===== src/rtl/phy_rcv_deframer_pkg.sv =====
// Shared definitions for the PHY nibble receive path: FSM states, framing bytes and
// the layout of the frame status word (also used by the transmit side).
package phy_rcv_deframer_pkg;

  typedef enum logic [1:0] {
    ST_IDLE     = 2'd0,
    ST_PREAMBLE = 2'd1,
    ST_DATA     = 2'd2,
    ST_DROP     = 2'd3
  } rx_state_t;

  localparam logic [7:0] PRE_BYTE = 8'h55;
  localparam logic [7:0] SFD_BYTE = 8'hD5;

  localparam int CTRL_W          = 24;
  localparam int CTRL_CNT_W      = 16;
  localparam int CTRL_ODD_BIT    = 16;
  localparam int CTRL_RUNT_BIT   = 17;
  localparam int CTRL_GIANT_BIT  = 18;
  localparam int CTRL_BADPRE_BIT = 19;

  // Reserved bits [23:20] stay zero.
  function automatic logic [CTRL_W-1:0] pack_ctrl(
    input logic [CTRL_CNT_W-1:0] cnt,
    input logic                  odd,
    input logic                  runt,
    input logic                  giant,
    input logic                  bad_pre
  );
    logic [CTRL_W-1:0] ctrl;
    ctrl                   = '0;
    ctrl[CTRL_CNT_W-1:0]   = cnt;
    ctrl[CTRL_ODD_BIT]     = odd;
    ctrl[CTRL_RUNT_BIT]    = runt;
    ctrl[CTRL_GIANT_BIT]   = giant;
    ctrl[CTRL_BADPRE_BIT]  = bad_pre;
    return ctrl;
  endfunction

endpackage


===== src/rtl/phy_rcv_deframer_nibble_to_byte.sv =====
// Pairs PHY nibbles (low nibble first) into bytes; byte_stb fires combinationally in the
// cycle the high nibble is presented so the caller can register the byte with one cycle latency.
module nibble_to_byte
  import phy_rcv_deframer_pkg::*;
(
  input  logic       clk_sys,
  input  logic       reset,
  input  logic       clr,
  input  logic       nib_valid,
  input  logic [3:0] nib_in,
  output logic [7:0] byte_out,
  output logic       byte_stb,
  output logic       half
);

  logic [3:0] low_reg;
  logic       phase_reg;

  always_ff @(posedge clk_sys or posedge reset) begin
    if (reset) begin
      low_reg   <= '0;
      phase_reg <= 1'b0;
    end else if (clr) begin
      low_reg   <= '0;
      phase_reg <= 1'b0;
    end else if (nib_valid) begin
      if (!phase_reg) begin
        low_reg <= nib_in;
      end
      phase_reg <= ~phase_reg;
    end
  end

  for (genvar gi = 0; gi < 4; gi++) begin : g_assemble
    assign byte_out[gi]     = low_reg[gi];
    assign byte_out[gi + 4] = nib_in[gi];
  end

  assign byte_stb = nib_valid & phase_reg & ~clr;
  assign half     = phase_reg;

endmodule


===== src/rtl/phy_rcv_deframer.sv =====
// Receive deframer: strips 0x55 preamble and 0xD5 SFD from a nibble-wide PHY stream,
// emits payload bytes and a status word with length and error flags at frame end.
module phy_rcv_deframer
  import phy_rcv_deframer_pkg::*;
#(
  parameter int MIN_LEN = 64,
  parameter int MAX_LEN = 2048,
  parameter int MAX_PRE = 15
) (
  input  logic        clk_sys,
  input  logic        reset,
  input  logic [3:0]  phy_data_in,
  input  logic        phy_rx_dv,
  output logic [7:0]  r_data_out,
  output logic        r_data_valid,
  output logic        r_sof,
  output logic        r_eof,
  output logic [23:0] r_ctrl_out
);

  rx_state_t   state_reg, state_next;
  logic [15:0] pre_cnt_reg, pre_cnt_next;
  logic [15:0] byte_cnt_reg, byte_cnt_next;
  logic        bad_pre_reg, bad_pre_next;
  logic        giant_reg, giant_next;
  logic [7:0]  data_reg, data_next;
  logic        valid_reg, valid_next;
  logic        sof_reg, sof_next;
  logic        eof_reg, eof_next;
  logic [23:0] ctrl_reg, ctrl_next;

  logic [7:0]  asm_byte;
  logic        asm_stb;
  logic        asm_half;
  logic        asm_clr;
  logic        asm_valid;

  // Assembly stops while dropping and restarts clean on every new frame.
  assign asm_clr   = ~phy_rx_dv | (state_reg == ST_DROP);
  assign asm_valid = phy_rx_dv & (state_reg != ST_DROP);

  nibble_to_byte u_nibble_to_byte (
    .clk_sys   (clk_sys),
    .reset     (reset),
    .clr       (asm_clr),
    .nib_valid (asm_valid),
    .nib_in    (phy_data_in),
    .byte_out  (asm_byte),
    .byte_stb  (asm_stb),
    .half      (asm_half)
  );

  always_ff @(posedge clk_sys or posedge reset) begin
    if (reset) begin
      state_reg    <= ST_IDLE;
      pre_cnt_reg  <= '0;
      byte_cnt_reg <= '0;
      bad_pre_reg  <= 1'b0;
      giant_reg    <= 1'b0;
      data_reg     <= '0;
      valid_reg    <= 1'b0;
      sof_reg      <= 1'b0;
      eof_reg      <= 1'b0;
      ctrl_reg     <= '0;
    end else begin
      state_reg    <= state_next;
      pre_cnt_reg  <= pre_cnt_next;
      byte_cnt_reg <= byte_cnt_next;
      bad_pre_reg  <= bad_pre_next;
      giant_reg    <= giant_next;
      data_reg     <= data_next;
      valid_reg    <= valid_next;
      sof_reg      <= sof_next;
      eof_reg      <= eof_next;
      ctrl_reg     <= ctrl_next;
    end
  end

  always_comb begin
    state_next    = state_reg;
    pre_cnt_next  = pre_cnt_reg;
    byte_cnt_next = byte_cnt_reg;
    bad_pre_next  = bad_pre_reg;
    giant_next    = giant_reg;
    data_next     = data_reg;
    valid_next    = 1'b0;
    sof_next      = 1'b0;
    eof_next      = 1'b0;
    ctrl_next     = ctrl_reg;

    unique case (state_reg)
      ST_IDLE: begin
        pre_cnt_next  = '0;
        byte_cnt_next = '0;
        bad_pre_next  = 1'b0;
        giant_next    = 1'b0;
        if (phy_rx_dv) begin
          state_next = ST_PREAMBLE;
        end
      end

      ST_PREAMBLE: begin
        if (!phy_rx_dv) begin
          state_next = ST_IDLE;
          eof_next   = 1'b1;
          ctrl_next  = pack_ctrl(16'd0, asm_half, 1'b0, 1'b0, 1'b1);
        end else if (asm_stb) begin
          if (asm_byte == PRE_BYTE) begin
            // The counter would pass MAX_PRE with this byte: too long a preamble.
            if (pre_cnt_reg >= 16'(MAX_PRE)) begin
              state_next   = ST_DROP;
              bad_pre_next = 1'b1;
            end else begin
              pre_cnt_next = pre_cnt_reg + 16'd1;
            end
          end else if (asm_byte == SFD_BYTE) begin
            state_next    = ST_DATA;
            byte_cnt_next = '0;
          end else begin
            state_next   = ST_DROP;
            bad_pre_next = 1'b1;
          end
        end
      end

      ST_DATA: begin
        if (!phy_rx_dv) begin
          state_next = ST_IDLE;
          eof_next   = 1'b1;
          ctrl_next  = pack_ctrl(byte_cnt_reg, asm_half,
                                 byte_cnt_reg < 16'(MIN_LEN), 1'b0, 1'b0);
        end else if (asm_stb) begin
          if (byte_cnt_reg == 16'(MAX_LEN)) begin
            state_next = ST_DROP;
            giant_next = 1'b1;
          end else begin
            data_next     = asm_byte;
            valid_next    = 1'b1;
            sof_next      = (byte_cnt_reg == 16'd0);
            byte_cnt_next = (byte_cnt_reg == 16'hFFFF) ? byte_cnt_reg : byte_cnt_reg + 16'd1;
          end
        end
      end

      ST_DROP: begin
        if (!phy_rx_dv) begin
          state_next = ST_IDLE;
          eof_next   = 1'b1;
          ctrl_next  = pack_ctrl(byte_cnt_reg, 1'b0, 1'b0, giant_reg, bad_pre_reg);
        end
      end

      default: state_next = ST_IDLE;
    endcase
  end

  assign r_data_out   = data_reg;
  assign r_data_valid = valid_reg;
  assign r_sof        = sof_reg;
  assign r_eof        = eof_reg;
  assign r_ctrl_out   = ctrl_reg;

endmodule


===== config.mk =====
export PLATFORM = sky130hd
export DESIGN_NAME = phy_rcv_deframer
export DESIGN_NICKNAME = d
export VERILOG_FILES = /design/src/rtl/phy_rcv_deframer_pkg.sv /design/src/rtl/phy_rcv_deframer_nibble_to_byte.sv /design/src/rtl/phy_rcv_deframer.sv
export SDC_FILE = /design/constraint.sdc
export NUM_CORES = 1
export LEC_CHECK = 0
export ABC_AREA = 0
export CORE_AREA = 2 2 86 88
export CTS_CLUSTER_DIAMETER = 150
export CTS_CLUSTER_SIZE = 40
export DETAILED_ROUTE_END_ITERATION = 10
export DIE_AREA = 0 0 88 90
export PLACE_DENSITY = 0.78
export SETUP_SLACK_MARGIN = 0.02
export SLEW_MARGIN = 20
export SYNTH_ARGS = -nofsm -noshare
export SYNTH_HDL_FRONTEND = slang
export SYNTH_SLANG_ARGS = --single-unit
export TNS_END_PERCENT = 100

===== constraint.sdc =====
create_clock -name clk_sys -period 2.2 [get_ports clk_sys]
set_input_delay 0.44 -clock clk_sys [delete_from_list [all_inputs] [get_ports clk_sys]]
set_output_delay 0.44 -clock clk_sys [all_outputs]
set_load 0.02 [all_outputs]

Word level (Yosys, flattened, before mapping)
Cells that the tools add are included.
{ "op_classes": {"addsub": 2, "order_cmp": 2, "n_eq_ne": 30, "mux": 54, "n_bitwise": 8, "reduce_logical": 16} }
{ "ops": {"columns": ["op", "n"], "rows": [
  ["16-bit two-way mux", 12],
  ["24-bit two-way mux", 3],
  ["24-bit one-hot mux with 3 select lines", 1],
  ["16-bit one-hot mux with 3 select lines", 1],
  ["16-bit by 1-bit adder with 16-bit output (second input constant)", 2],
  ["2-bit != test (second input constant)", 16],
  ["16-bit one-hot mux with 2 select lines", 1],
  ["1-bit two-way mux", 21],
  ["2-bit two-way mux", 9],
  ["16-bit by 12-bit equality test with 1-bit output (second input constant)", 1],
  ["16-bit equality test (second input constant)", 1],
  ["16-bit by 4-bit >= comparator with 1-bit output (second input constant)", 1],
  ["16-bit zero test", 1],
  ["16-bit by 7-bit < comparator with 1-bit output (second input constant)", 1],
  ["3-bit != test (second input constant)", 5],
  ["4-bit two-way mux", 3],
  ["4-bit AND reduction", 3],
  ["5-bit AND reduction", 2],
  ["9-bit AND reduction", 1],
  ["8-bit by 7-bit equality test with 1-bit output (second input constant)", 1],
  ["8-bit equality test (second input constant)", 1],
  ["2-bit one-hot mux with 4 select lines", 1],
  ["6-bit AND reduction", 1],
  ["2-bit nonzero test", 3],
  ["other kinds (12)", 20]
]} }
{ "word_totals": {"reg_bits": 76, "inputBits": 7, "output_inout_bits": 35, "wordCells": 124} }

Logic depth before layout (Yosys ltp)
{ "logic_depth": {"ltp_word": 7, "mapped_depth": 8, "ltp_nobuf": 6} }

Cells and area by module
Synthesis repeated with hierarchy kept, for this count alone.
{ "hier_totals": {"hier_cells": 333, "hier_area_um2": 3353.2} }
{ "modules_own_cells": {"columns": ["mod", "n_inst", "cells_each", "area_each_um2", "seq_area_each_um2"], "rows": [
  ["phy_rcv_deframer", 1, 307, 3064.2, 1676.6],
  ["nibble_to_byte", 1, 26, 289.0, 125.1]
]} }

Least setup slack after synthesis
No wires, ideal clock.
{ "synth_timing": {"path_type": "register to register", "start": "reg byte_cnt_reg[8]", "end": "reg data_reg[0], in the netlist r_data_out[0]", "setup_time_ps": 125, "t_arrival_ps": 1668, "t_required_ps": 2075, "slack_ps": 407, "stages_incl_launch_ff": 5, "path_buffers": 0, "synth_period_minus_slack_ps": 1793, "path_cell_list": "dfrtp_1 > nor4_1 > nand3_2 > o211ai_4 > mux2_2"} }
{ "synth_via": {"elab_chain_cells": 3} }
{ "synth_rtl": {"columns": ["element", "line", "text"], "rows": [
  ["from (decl)", "phy_rcv_deframer.sv:23", "logic [15:0] byte_cnt_reg, byte_cnt_next;"],
  ["from (signal assigned)", "phy_rcv_deframer.sv:68", "byte_cnt_reg <= byte_cnt_next;"],
  ["16-bit by 12-bit equality test with 1-bit output", "phy_rcv_deframer.sv:133", "if (byte_cnt_reg == 16'(MAX_LEN)) begin"],
  ["1-bit NOT (no line)", null, null],
  ["4-bit AND reduction (no line)", null, null],
  ["to (signal assigned)", "phy_rcv_deframer.sv:71", "data_reg <= data_next;"],
  ["to (decl)", "phy_rcv_deframer.sv:26", "logic [7:0] data_reg, data_next;"]
]} }
No other way between the ends.
A chain may end at the register's enable or synchronous reset.

Final worst setup path
{ "layout_timing": {"start": "reg byte_cnt_reg[1]", "end": "reg byte_cnt_reg[13]"} }
{ "layout_via": {"elab_chain_cells": 6, "word_cells_on_any_way": 11, "cone_classes": "add/sub: 1; eq/ne: 4; mux: 5; reduce/logical: 1"} }
{ "layout_rtl": {"columns": ["element", "line", "text"], "rows": [
  ["16-bit by 1-bit adder with 16-bit output", "phy_rcv_deframer.sv:140", "byte_cnt_next = (byte_cnt_reg == 16'hFFFF) ? byte_cnt_reg : byte_cnt_reg + 16'd1;"],
  ["16-bit two-way mux", "phy_rcv_deframer.sv:140", null],
  ["16-bit two-way mux", "phy_rcv_deframer.sv:133", null],
  ["16-bit two-way mux", "phy_rcv_deframer.sv:132", "end else if (asm_stb) begin"],
  ["16-bit two-way mux", "phy_rcv_deframer.sv:127", "if (!phy_rx_dv) begin"],
  ["16-bit one-hot mux with 3 select lines", "phy_rcv_deframer.sv:91", "unique case (state_reg)"]
]} }
Several ways; a longest one is shown, not always the timed one. The select of a mux whose other input is x is not followed.

==> metrics.md <==
| Metric | Value |
|---|---|
| Area Overhead vs Synth | 23.9% |
| Kind of critical path | flip-flop to flip-flop |
| Total CTS buffers | 9 |
| Slowest stage cell, crit path | or4_1 |
| CP Data Required Time | about 2.5 ns |
| Sink Count | a little over 70 |
| Post-synth top flop | dfrtp_1 |
| Filler cell count | between 500 and 600 |
| CTS root buffer | clkbuf_8 |
| Slowest stage delay, CP | ~0.49 ns |
| HPWL after DPL | between 4000 and 5000 microns |
| P per Cell Area | roughly 750 nW/um^2 |
| Syn avg cell area | about 11 sq um |
| R2R Path End | byte_cnt_reg[13] |
| Pre-CTS setup slack | -0.230 ns |
| Number of flip-flops under the largest register name | 20 |
| Sequential area share after synthesis | 0.527 |
| Hold Vio Cnt, Final | 0 |
| Max Root-Sink Buffers | 2 |
| Distinct cell type count after synthesis | 58 |
| Critical path fanouts, max | 6 |
| 1st-iter DRT viols | roughly 140 |
| Initial Utilization | 0.487 |
| Area share of the largest cell type after synthesis | 0.527 |
| Die W | approximately 90 microns |
| HP Class | input pin to async pin |
| Clock transition at path regs | 0.08 ns |
| Crit path cell chain | ha_1 -> nand2_1 -> nor3_1 -> o2bb2ai_2 -> buf_4 -> or4_1 -> a21boi_1 |
| Period Utilization, post-route | 0.945 |
| Slew headroom | 0.637 |
| Final core utilization | 0.603 |
| FF+latch area | between 1500 and 2000 sq um |
| Pin count of the biggest net entering global routing | 58 |
| Crit path max-delay family | simple AND/OR/NAND/NOR gates |
| Cell Area, Synth | approximately 3400 sq um |
| CTS tree | built |
| Worst vdd ir | 471 uV |
| H-tree depth | 3 |
| Worst-skew pair later-pin latency | ~0.34 ns |
| Post-Synthesis Cells | roughly 300 |
| CP Data Arrival Time | 2.35 ns |
| Synth warn | 0 |
| GR peak layer | met1 |
| Setup ws final | around 0.12 ns |
| Met2 usage | 0.278 |
| Final WL | 7110 microns |
| Dpl cells | about 450 |
| Most common cell in the netlist | dfrtp_1 |
| PortBufs | 37 |
| IO Count | 42 |
| Share of cells above drive strength 1 | 0.195 |
| Final Setup Violations | 0 |
| Max Freq | a little under 0.5 GHz |
| Grt ovf | 0 |
| Status | complete, no violations |
| Crit end category | flip-flop |
| Initial antenna violation count | 0 |
| DRC | 0 |
| WL per Instance | between 15 and 20 microns |
| FP Rows | 31 |
| Crit path time final | about 2.1 ns |
| Sum of buffers and inverters on the critical path | 1 |
| First-pass GRT wire length | 12100 microns |
| GP Congestion | between 0.8 and 0.9 |
| All-layer global routing usage | 0.196 |
| Final slew viol count | 0 |
| Area leader, netlist | dfrtp_1 |
| Measured slew at the worst slew-check pin | 0.544 ns |
| Max Cap Violations | 0 |
| Vias per Instance | approximately 5.4 |
| P_leak | approximately 1.9 nW |
| EDFF count, synth | 0 |
| FF-to-FF path depth | 7 |
| RSZ-0062 raised after global routing | false |
| Core area | 7020 sq um |
| Ranking of synthesized cells by area | dfrtp_1 (53%), a22o_1 (4.1%), mux2i_1 (3.5%) |
| Antenna cell count | 0 |
| Reg2Reg Setup Slack | approximately 0.12 ns |
| Worst R2R Start | byte_cnt_reg[1] |
| GR met3 Demand/Resource | 0.0551 |
| DR pass1 iterations | 4 |
| Final instance count without filler cells | roughly 460 |
| Routed vias | approximately 2500 |
| Area of the multi-input gates | about 1400 sq um |
| NumNets Final | 370 |
| Clk_skew | between 0.004 and 0.005 ns |
| Die Height | approximately 90 microns |
| Crit path launch type | flip-flop |
| M1 GR Usage | 0.287 |
| Final ANT Viol Nets | 0 |
| Asr flop ratio synth | 1.00 |
| Flops & latches, synth | 72 |
| Vias in the first global route | 2470 |
| Top post-synthesis cells by count | dfrtp_1 (72), nand2_1 (25), nor2_1 (19) |
| Area of the die | between 7000 and 8000 sq um |
==> how the worst max path moves through the flow <==
stage,start,endpoint,slack [ns],cells after the start
finish,byte_cnt_reg[1],byte_cnt_reg[13],0.12,7
detailed placement,phy_data_in[1],byte_cnt_reg[13],-0.23,6
CTS,phy_data_in[1],byte_cnt_reg[13],0.1,6
floorplan,byte_cnt_reg[8],r_data_out[0],0.41,4
global route,byte_cnt_reg[0],byte_cnt_reg[5],0.03,7
global placement,phy_data_in[1],byte_cnt_reg[11],-0.14,7
==> layout make-up <==
class                   count  area share
inverters                   9     0.00886
multi-input cells         205       0.339
well taps                  99      0.0292
clock buffers               9      0.0292
flip-flops and latches     72       0.425
clock inverters             6      0.0313
repair buffers             63       0.136
==> power by group <==
group          internal [mW]  leakage (nW)  total [mW]  switching (mW)
clock network          0.859         0.125        1.35           0.495
logic                  0.189         0.781       0.419           0.229
registers               1.38         0.984        1.42          0.0371
total                   2.43          1.89        3.19           0.761
==> routing by layer <==
metal	part of all wire	wire length, microns	vias to the layer above
met4	0.019	134	0
li1	-	-	1216
met5	0	0	-
met3	0.052	373	13
met2	0.46	3260	78
met1	0.47	3340	1198
==> worst reg2reg max path: cells and delay by family (launching register included) <==
kind | cells | cell delay, ns
buf+inv | 1 | 0.17
fa+ha+maj | 1 | 0.29
simple gates | 3 | 0.74
compound gates | 2 | 0.34
flops | 1 | 0.47
==> cells by family (layout without fill, tap and decap cells) <==
logic type               count (synthesis)  count (layout)  share of synthesized area
AO/OA/AOI/OAI                           54              54                      0.133
adder cells (fa/ha/maj)                  3               3                     0.0110
buffers and inverters                   32              87                     0.0597
flip-flops                              72              72                      0.527
multiplexers                            21              21                     0.0648
other                                    1               4                    0.00110
AND/OR/NAND/NOR                        123             123                      0.203
==> metrics by stage <==
stage          hold slack (ns)  cell area (sq um)  power (mW)  setup TNS (ns)
2_1_floorplan            0.454               3430        1.70               0
3_3_place_gp             0.470               3970        1.85           -1.41
3_5_place_dp             0.473               3970        1.86           -2.26
4_1_cts                  0.422               4220        3.22               0
5_1_grt                  0.446               4240        3.32               0
6_report                 0.418               4240        3.19               0
==> what timing repair did <==
item,CTS,global route
gates resized for setup,0,2
setup endpoints to repair,0,2
buffers inserted,0,0
hold buffers,0,0
==> cell usage in the layout, fill, tap and decap left out, types with 3 or more instances in the layout <==
master / n
o31ai_1: 6
nor4_1: 8
o21ai_0: 4
nand2_1: 25
inv_1: 8
dfrtp_1: 72
a21boi_1: 6
ha_1: 3
nor3_1: 7
buf_4: 25
a22o_1: 16
mux2_2: 9
conb_1: 4
nand2b_1: 6
and2_1: 12
mux2i_1: 12
o21a_1: 3
clkdlybuf4s50_1: 37
bufinv_16: 4
nand3_1: 14
clkbuf_8: 9
nor2_1: 19
nand4_1: 4
or4_1: 6
(Power assumes the default switching activity.)
